## src/rtl/io_unit_pkg.sv

```systemverilog
// io_unit package: syscall codes and io state encodings.
// Shared with the controller so SYSCALL decoding agrees on both sides.
package io_unit_pkg;

    // Syscall codes carried in ACC[1:0]
    localparam logic [1:0] SYS_HALT   = 2'd0;
    localparam logic [1:0] SYS_READ   = 2'd1;
    localparam logic [1:0] SYS_WRITE  = 2'd2;
    localparam logic [1:0] SYS_CYCLES = 2'd3;

    // io_unit FSM states
    typedef enum logic [1:0] {
        IO_IDLE  = 2'd0,
        IO_READ  = 2'd1,
        IO_WRITE = 2'd2,
        IO_HALT  = 2'd3
    } io_state_e;

    // Busy whenever the unit is not idle
    function automatic logic io_is_busy(input io_state_e s);
        return s != IO_IDLE;
    endfunction

endpackage

```

## src/rtl/io_unit_if.sv

```systemverilog
// io_unit_if: host input/output valid/ready streams.
// slave = io_unit side, master = host side.
interface io_unit_if #(
    parameter int WIDTH = 16
);
    logic             in_valid;
    logic [WIDTH-1:0] in_data;
    logic             in_ready;
    logic             out_valid;
    logic [WIDTH-1:0] out_data;
    logic             out_ready;

    modport slave (
        input  in_valid,
        input  in_data,
        output in_ready,
        output out_valid,
        output out_data,
        input  out_ready
    );

    modport master (
        output in_valid,
        output in_data,
        input  in_ready,
        input  out_valid,
        input  out_data,
        output out_ready
    );
endinterface

```

## src/rtl/io_unit_cycle_counter.sv

```systemverilog
// cycle_counter: WIDTH-bit free-running counter, wraps to 0.
// Ports: clock, reset (sync active-low clear), count_o.
module cycle_counter #(
    parameter int WIDTH = 16
) (
    input  logic             clock,
    input  logic             reset,
    output logic [WIDTH-1:0] count_o
);
    localparam logic [WIDTH-1:0] ONE = {{(WIDTH-1){1'b0}}, 1'b1};

    logic [WIDTH-1:0] cnt_q;
    logic [WIDTH-1:0] cnt_d;

    assign cnt_d   = cnt_q + ONE;
    assign count_o = cnt_q;

    always_ff @(posedge clock) begin
        if (!reset) begin
            cnt_q <= '0;
        end else begin
            cnt_q <= cnt_d;
        end
    end
endmodule

```

## src/rtl/io_unit.sv

```systemverilog
// io_unit: SYSCALL executor (HALT/READ/WRITE/CYCLES) for Sextium III.
// Ports: clock, reset, runio, acc, dr, iobusy, io_result, halted, bus.
module io_unit
    import io_unit_pkg::*;
#(
    parameter int WIDTH = 16
) (
    input  logic             clock,
    input  logic             reset,
    input  logic             runio,
    input  logic [WIDTH-1:0] acc,
    input  logic [WIDTH-1:0] dr,
    output logic             iobusy,
    output logic [WIDTH-1:0] io_result,
    output logic             halted,
    io_unit_if.slave         bus
);
    io_state_e        state_q, state_d;
    logic [WIDTH-1:0] result_q, result_d;
    logic [WIDTH-1:0] odata_q, odata_d;
    logic [WIDTH-1:0] acc_q, acc_d;
    logic             halted_q, halted_d;
    logic             busy_q;
    logic [WIDTH-1:0] cycles;

    cycle_counter #(.WIDTH(WIDTH)) u_cnt (
        .clock   (clock),
        .reset   (reset),
        .count_o (cycles)
    );

    always_comb begin
        state_d  = state_q;
        result_d = result_q;
        odata_d  = odata_q;
        acc_d    = acc_q;
        halted_d = halted_q;
        unique case (state_q)
            IO_IDLE: begin
                // runio in other states is the controller's
                // IOWAIT continuation and is ignored there
                if (runio) begin
                    unique case (acc[1:0])
                        SYS_HALT: begin
                            state_d  = IO_HALT;
                            halted_d = 1'b1;
                        end
                        SYS_READ: begin
                            state_d = IO_READ;
                        end
                        SYS_WRITE: begin
                            state_d = IO_WRITE;
                            odata_d = dr;
                            // ACC is written back unchanged
                            acc_d   = acc;
                        end
                        SYS_CYCLES: begin
                            result_d = cycles;
                        end
                        default: ;
                    endcase
                end
            end
            IO_READ: begin
                if (bus.in_valid) begin
                    result_d = bus.in_data;
                    state_d  = IO_IDLE;
                end
            end
            IO_WRITE: begin
                if (bus.out_ready) begin
                    result_d = acc_q;
                    state_d  = IO_IDLE;
                end
            end
            IO_HALT: begin
                state_d = IO_HALT;
            end
            default: state_d = IO_IDLE;
        endcase
    end

    always_ff @(posedge clock) begin
        if (!reset) begin
            state_q  <= IO_IDLE;
            result_q <= '0;
            odata_q  <= '0;
            acc_q    <= '0;
            halted_q <= 1'b0;
            busy_q   <= 1'b0;
        end else begin
            state_q  <= state_d;
            result_q <= result_d;
            odata_q  <= odata_d;
            acc_q    <= acc_d;
            halted_q <= halted_d;
            busy_q   <= io_is_busy(state_d);
        end
    end

    assign iobusy        = busy_q;
    assign io_result     = result_q;
    assign halted        = halted_q;
    assign bus.in_ready  = (state_q == IO_READ);
    assign bus.out_valid = (state_q == IO_WRITE);
    assign bus.out_data  = odata_q;
endmodule

```

## src/flat_wrapper.sv

```systemverilog
// flat-port wrapper written by rule: the top's interface ports become plain ports
module io_unit_flat import io_unit_pkg::*;
#(
    parameter int WIDTH = 16
)
  (clock, reset, runio, acc, dr, iobusy, io_result, halted, bus_in_valid, bus_in_data, bus_in_ready, bus_out_valid, bus_out_data, bus_out_ready);
  io_unit_if #(.WIDTH(WIDTH)) bus_i ();
  input  logic clock;
  input  logic reset;
  input  logic runio;
  input  logic [WIDTH-1:0] acc;
  input  logic [WIDTH-1:0] dr;
  output logic iobusy;
  output logic [WIDTH-1:0] io_result;
  output logic halted;
  input wire logic [$bits(bus_i.in_valid)-1:0] bus_in_valid;
  input wire logic [$bits(bus_i.in_data)-1:0] bus_in_data;
  output wire logic [$bits(bus_i.in_ready)-1:0] bus_in_ready;
  output wire logic [$bits(bus_i.out_valid)-1:0] bus_out_valid;
  output wire logic [$bits(bus_i.out_data)-1:0] bus_out_data;
  input wire logic [$bits(bus_i.out_ready)-1:0] bus_out_ready;
  assign bus_i.in_valid = bus_in_valid;
  assign bus_i.in_data = bus_in_data;
  assign bus_in_ready = bus_i.in_ready;
  assign bus_out_valid = bus_i.out_valid;
  assign bus_out_data = bus_i.out_data;
  assign bus_i.out_ready = bus_out_ready;
  io_unit #(.WIDTH(WIDTH)) u_core (.clock(clock), .reset(reset), .runio(runio), .acc(acc), .dr(dr), .iobusy(iobusy), .io_result(io_result), .halted(halted), .bus(bus_i));
endmodule
```

## config.mk

```make
export PLATFORM = sky130hd
export DESIGN_NAME = io_unit_flat
export DESIGN_NICKNAME = d
export VERILOG_FILES = /design/src/rtl/io_unit_pkg.sv /design/src/rtl/io_unit_if.sv /design/src/rtl/io_unit_cycle_counter.sv /design/src/rtl/io_unit.sv /design/src/flat_wrapper.sv
export SDC_FILE = /design/constraint.sdc
export NUM_CORES = 1
export LEC_CHECK = 0
export ABC_AREA = 1
export CAP_MARGIN = 20
export CORE_AREA = 2 2 92 94
export DETAILED_ROUTE_END_ITERATION = 10
export DIE_AREA = 0 0 94 96
export GPL_TIMING_DRIVEN = 0
export PLACE_DENSITY = 0.75
export SLEW_MARGIN = 20
export SYNTH_ARGS = -nofsm -noshare
export SYNTH_HDL_FRONTEND = slang
export SYNTH_SLANG_ARGS = --single-unit
```

## constraint.sdc

```tcl
create_clock -name clock -period 1.95 [get_ports clock]
set_clock_uncertainty 0.2 [all_clocks]
set_input_delay 0.2925 -clock clock [delete_from_list [all_inputs] [get_ports clock]]
set_output_delay 0.2925 -clock clock [all_outputs]
set_load 0.02 [all_outputs]
```

==> impl_metrics.csv, run 1 <==
group,metric,value,unit
final_layout,num-fill-cells,787,
floorplan,die_w,94,um
final_layout,fin_area,0.00440,mm^2
global_routing,grt_usage,0.204,
cts,cts_tree,"yes",
drt,dr.pass1.iters,5,
setup_path,r2r_cells,8,
min_path,min_path_cells,2,
global_routing,grt_pass1_wl,14.3,mm
drt,dr_total_vias,3229,
power,seqPwrFrac,0.335,
setup_path,startpoint_type,"flip-flop",
sta,rsz0062_at_grt,"false",
final_layout,regArea,0.00136,mm^2
cts,cts_buffers,9,
global_routing,grt_overflow,0,
synthesis,synth_top_area_frac,0.431,
power,p_per_area,1230,mW/mm^2
place,postPlaceCellArea,0.00417,mm^2
drt,antenna_left,0,
synthesis,syn-cell-area,0.00316,mm^2
drt,drt_iter0_drc,150,
drt,wl,8.52,mm
power,ir_drop,641,uV
final_layout,antenna_cells,0,
floorplan,fp.dieH,96,um
power,power_switching,0.00201,W
final_layout,stdcell_count,680,
floorplan,num_rows,33,
synthesis,synth_top_flop_cell,"dfxtp_1",
global_routing,antenna_found_initial,0,
sta,worstMarginPinSlew,563,ps
floorplan,core_region_area,0.00805,mm^2
min_path,min_from,"u_core.acc_q[0]$_SDFFE_PN0P_",
power,leakagePower,1.97,nW
min_path,min_to,"u_core.acc_q[0]$_SDFFE_PN0P_",
sta,max_slew_margin,0.625,
cts,cts_max_level,3,
setup_path,path_buf_inv,2,
setup_path,crit_type,"reg -> out",
floorplan,dieArea,0.00902,mm^2
cts,clkSinkCount,68,
power,p_total,0.00540,W
setup_path,endpoint_kind,"primary output",
status,status,"finished, final reports clean",
final_layout,layout_commonest_cell,"nor2_1",
final_layout,drive_above_1_share,0.0748,
setup_path,cp_top_family,"buffers and inverters",
power,combPwrFrac,0.421,
synthesis,synth.largest_area_cell,"dfxtp_1",
sta,final-hold-violation-count,0,
sta,period_minus_slack,1850,ps
synthesis,ys_seq_area_frac,0.431,
floorplan,start_util,0.393,
final_layout,nNetsFinal,629,
power,switching_share,0.372,
cts,root_buffer,"clkbuf_8",
cts,cts-hold-fix-buffers,0,
synthesis,ys_warn_count,0,
drt,drc,0,
synthesis,synthTopCellsByArea,"dfxtp_1 (43%), nor2_1 (16%), nand2_1 (14%)",
cts,clkLatencyLatePin,360,ps
synthesis,synth_cells,470,
final_layout,multi_input_area,0.00152,mm^2
cts,clk_path_buf_depth,2,
synthesis,synth_cell_types,25,
power,p_clk_frac,0.244,
synthesis,synth_fp_nets,529,
synthesis,synth_edf_count,0,
setup_path,ff2ff_setup_slack,100,ps
place,io_buffers,88,
min_path,hold_class,"reg -> reg",
setup_path,worst_ep_required_time,1460,ps
final_layout,mostFrequentLayoutCells,"nor2_1 (132), nand2_1 (117), clkdlybuf4s50_1 (86), dfxtp_1 (67), o21ai_0 (36)",
setup_path,cp.arrival,1360,ps
synthesis,ys_ff_latch,68,
floorplan,io_pins,89,
final_layout,fin_util,0.547,
place,pre_cts_ws,-2.45,ps
setup_path,worstReg2RegStart,"u_core.state_q[0]$_SDFF_PN0_",
sta,setup_viol,0,
synthesis,syn_area_per_cell,6.72,um^2
setup_path,critPathMaxFanout,5,
setup_path,r2r_end,"u_core.io_result[5]$_SDFFE_PN0P_",
sta,max_freq,541,MHz
synthesis,postSynth.asyncResetShare,0,
global_routing,grt_max_degree,14,
drt,wl_per_cell,12.5,um
setup_path,cp_cell_sequence,"inv_1, ha_1, clkdlybuf4s15_1",
setup_path,critical-path-max-stage-delay,330,ps
place,dp_hpwl,6.49,mm
global_routing,grt_pass1_vias,3181,
place,place_congestion,0.934,
setup_path,cp_slowest_cell,"dfxtp_2",
place,place_inst,663,
final_layout,syn_to_final_growth,39.4,%
drt,vias_per_cell,4.75,
run,maxCapViolCount,0,
sta,period_share,0.949,
cts,clk_pin_slew,80,ps
sta,slew_violations,0,
power,p_int,0.00339,W
sta,worst_slack,100,ps
tightest hold or removal path, stage by stage (launching register included):
cell and delay (ps):
dfxtp_1 320, nand2_1 50, nor2_1 30
cells by family (layout without fill, tap and decap cells):
family                   count (synthesis)  count (layout)  synth area share
AO/OA/AOI/OAI                           66              66             0.107
buffers and inverters                   60             165            0.0895
adder cells (fa/ha/maj)                  6               6            0.0238
flip-flops                              68              68             0.431
multiplexers                             5               5            0.0158
AND/OR/NAND/NOR                        265             265             0.333
through the flow:
step           setup TNS [ps]  hold slack, ps
3_3_place_gp                0             223
3_5_place_dp            -2.45             230
6_report                    0             240
4_1_cts                     0             241
5_1_grt                     0             280
2_1_floorplan               0             215
layer usage:
layer / share of wire / up-vias / GRT usage
li1: - / 1658 / -
met1: 0.45 / 1439 / 0.244
met2: 0.46 / 120 / 0.342
met3: 0.076 / 12 / 0.0626
met4: 0.018 / 0 / 0.0833
met5: 0 / - / 0
cell usage after synthesis (2+ instances only):
cell      instances
o21ai_0          36
nor2_1          132
nand2_1         117
mux2i_1           5
dfxtp_1          68
clkbuf_1          5
ha_1              6
a21oi_1          23
o211ai_1          2
buf_6             5
buf_2            10
nand3_1           8
buf_4             2
o21ai_1           3
nand4_1           3
inv_1            36
final cells by class:
type                            instances  share of cell area
Multi-Input combinational cell        342               0.344
Sequential cell                        68               0.309
Timing Repair Buffer                   89               0.201
Buffer                                 23              0.0330
Inverter                               37              0.0315
Tap cell                              105              0.0298
Clock buffer                            9              0.0281
Clock inverter                          7              0.0224
power by group through the flow:
stage,Clock [W],Combinational (W),Sequential (W)
floorplan,0,0.00117,0.00209
global placement,0,0.00222,0.00182
detailed placement,0,0.00226,0.00184
CTS,0.00134,0.00225,0.00181
global route,0.00141,0.00250,0.00184
finish,0.00132,0.00228,0.00181
sequential cells by signal, indices dropped and copies added (netlist names):
name and cells:
u_core.halted 1, u_core.io_result 16, u_core.u_cnt.count_o 16, u_core.acc_q 16, u_core.bus.out_data 16, u_core.iobusy 1
u_core.state_q 2
worst max-delay path by stage:
stage,from,endpoint,slack [ps],cells after the start
2_1_floorplan,u_core.state_q[0]$_SDFF_PN0_,u_core.io_result[11]$_SDFFE_PN0P_,170,10
3_3_place_gp,acc[0],u_core.acc_q[15]$_SDFFE_PN0P_,40,6
3_5_place_dp,acc[1],u_core.bus.out_data[7]$_SDFFE_PN0P_,-2,7
4_1_cts,u_core.state_q[0]$_SDFF_PN0_,bus_out_valid,40,3
5_1_grt,u_core.state_q[0]$_SDFF_PN0_,u_core.io_result[3]$_SDFFE_PN0P_,5,10
6_report,u_core.state_q[0]$_SDFF_PN0_,bus_out_valid,100,3
repair_timing:
item | 4_1_cts | 5_1_grt
pin swaps | 0 | 2
endpoints found under the hold margin | 0 | 0
setup buffers | 0 | 1
resized for setup | 2 | 5
setup endpoints to repair | 2 | 25
Power figures use the tool's default switching activity.
==> run 2: changes to the inputs <==
Settings changed: CTS_CLUSTER_DIAMETER set to 100, SLEW_MARGIN 20 to 10.
==> results of run 2 <==
The final DEF is identical to that of run 1; final timing and power are the same.
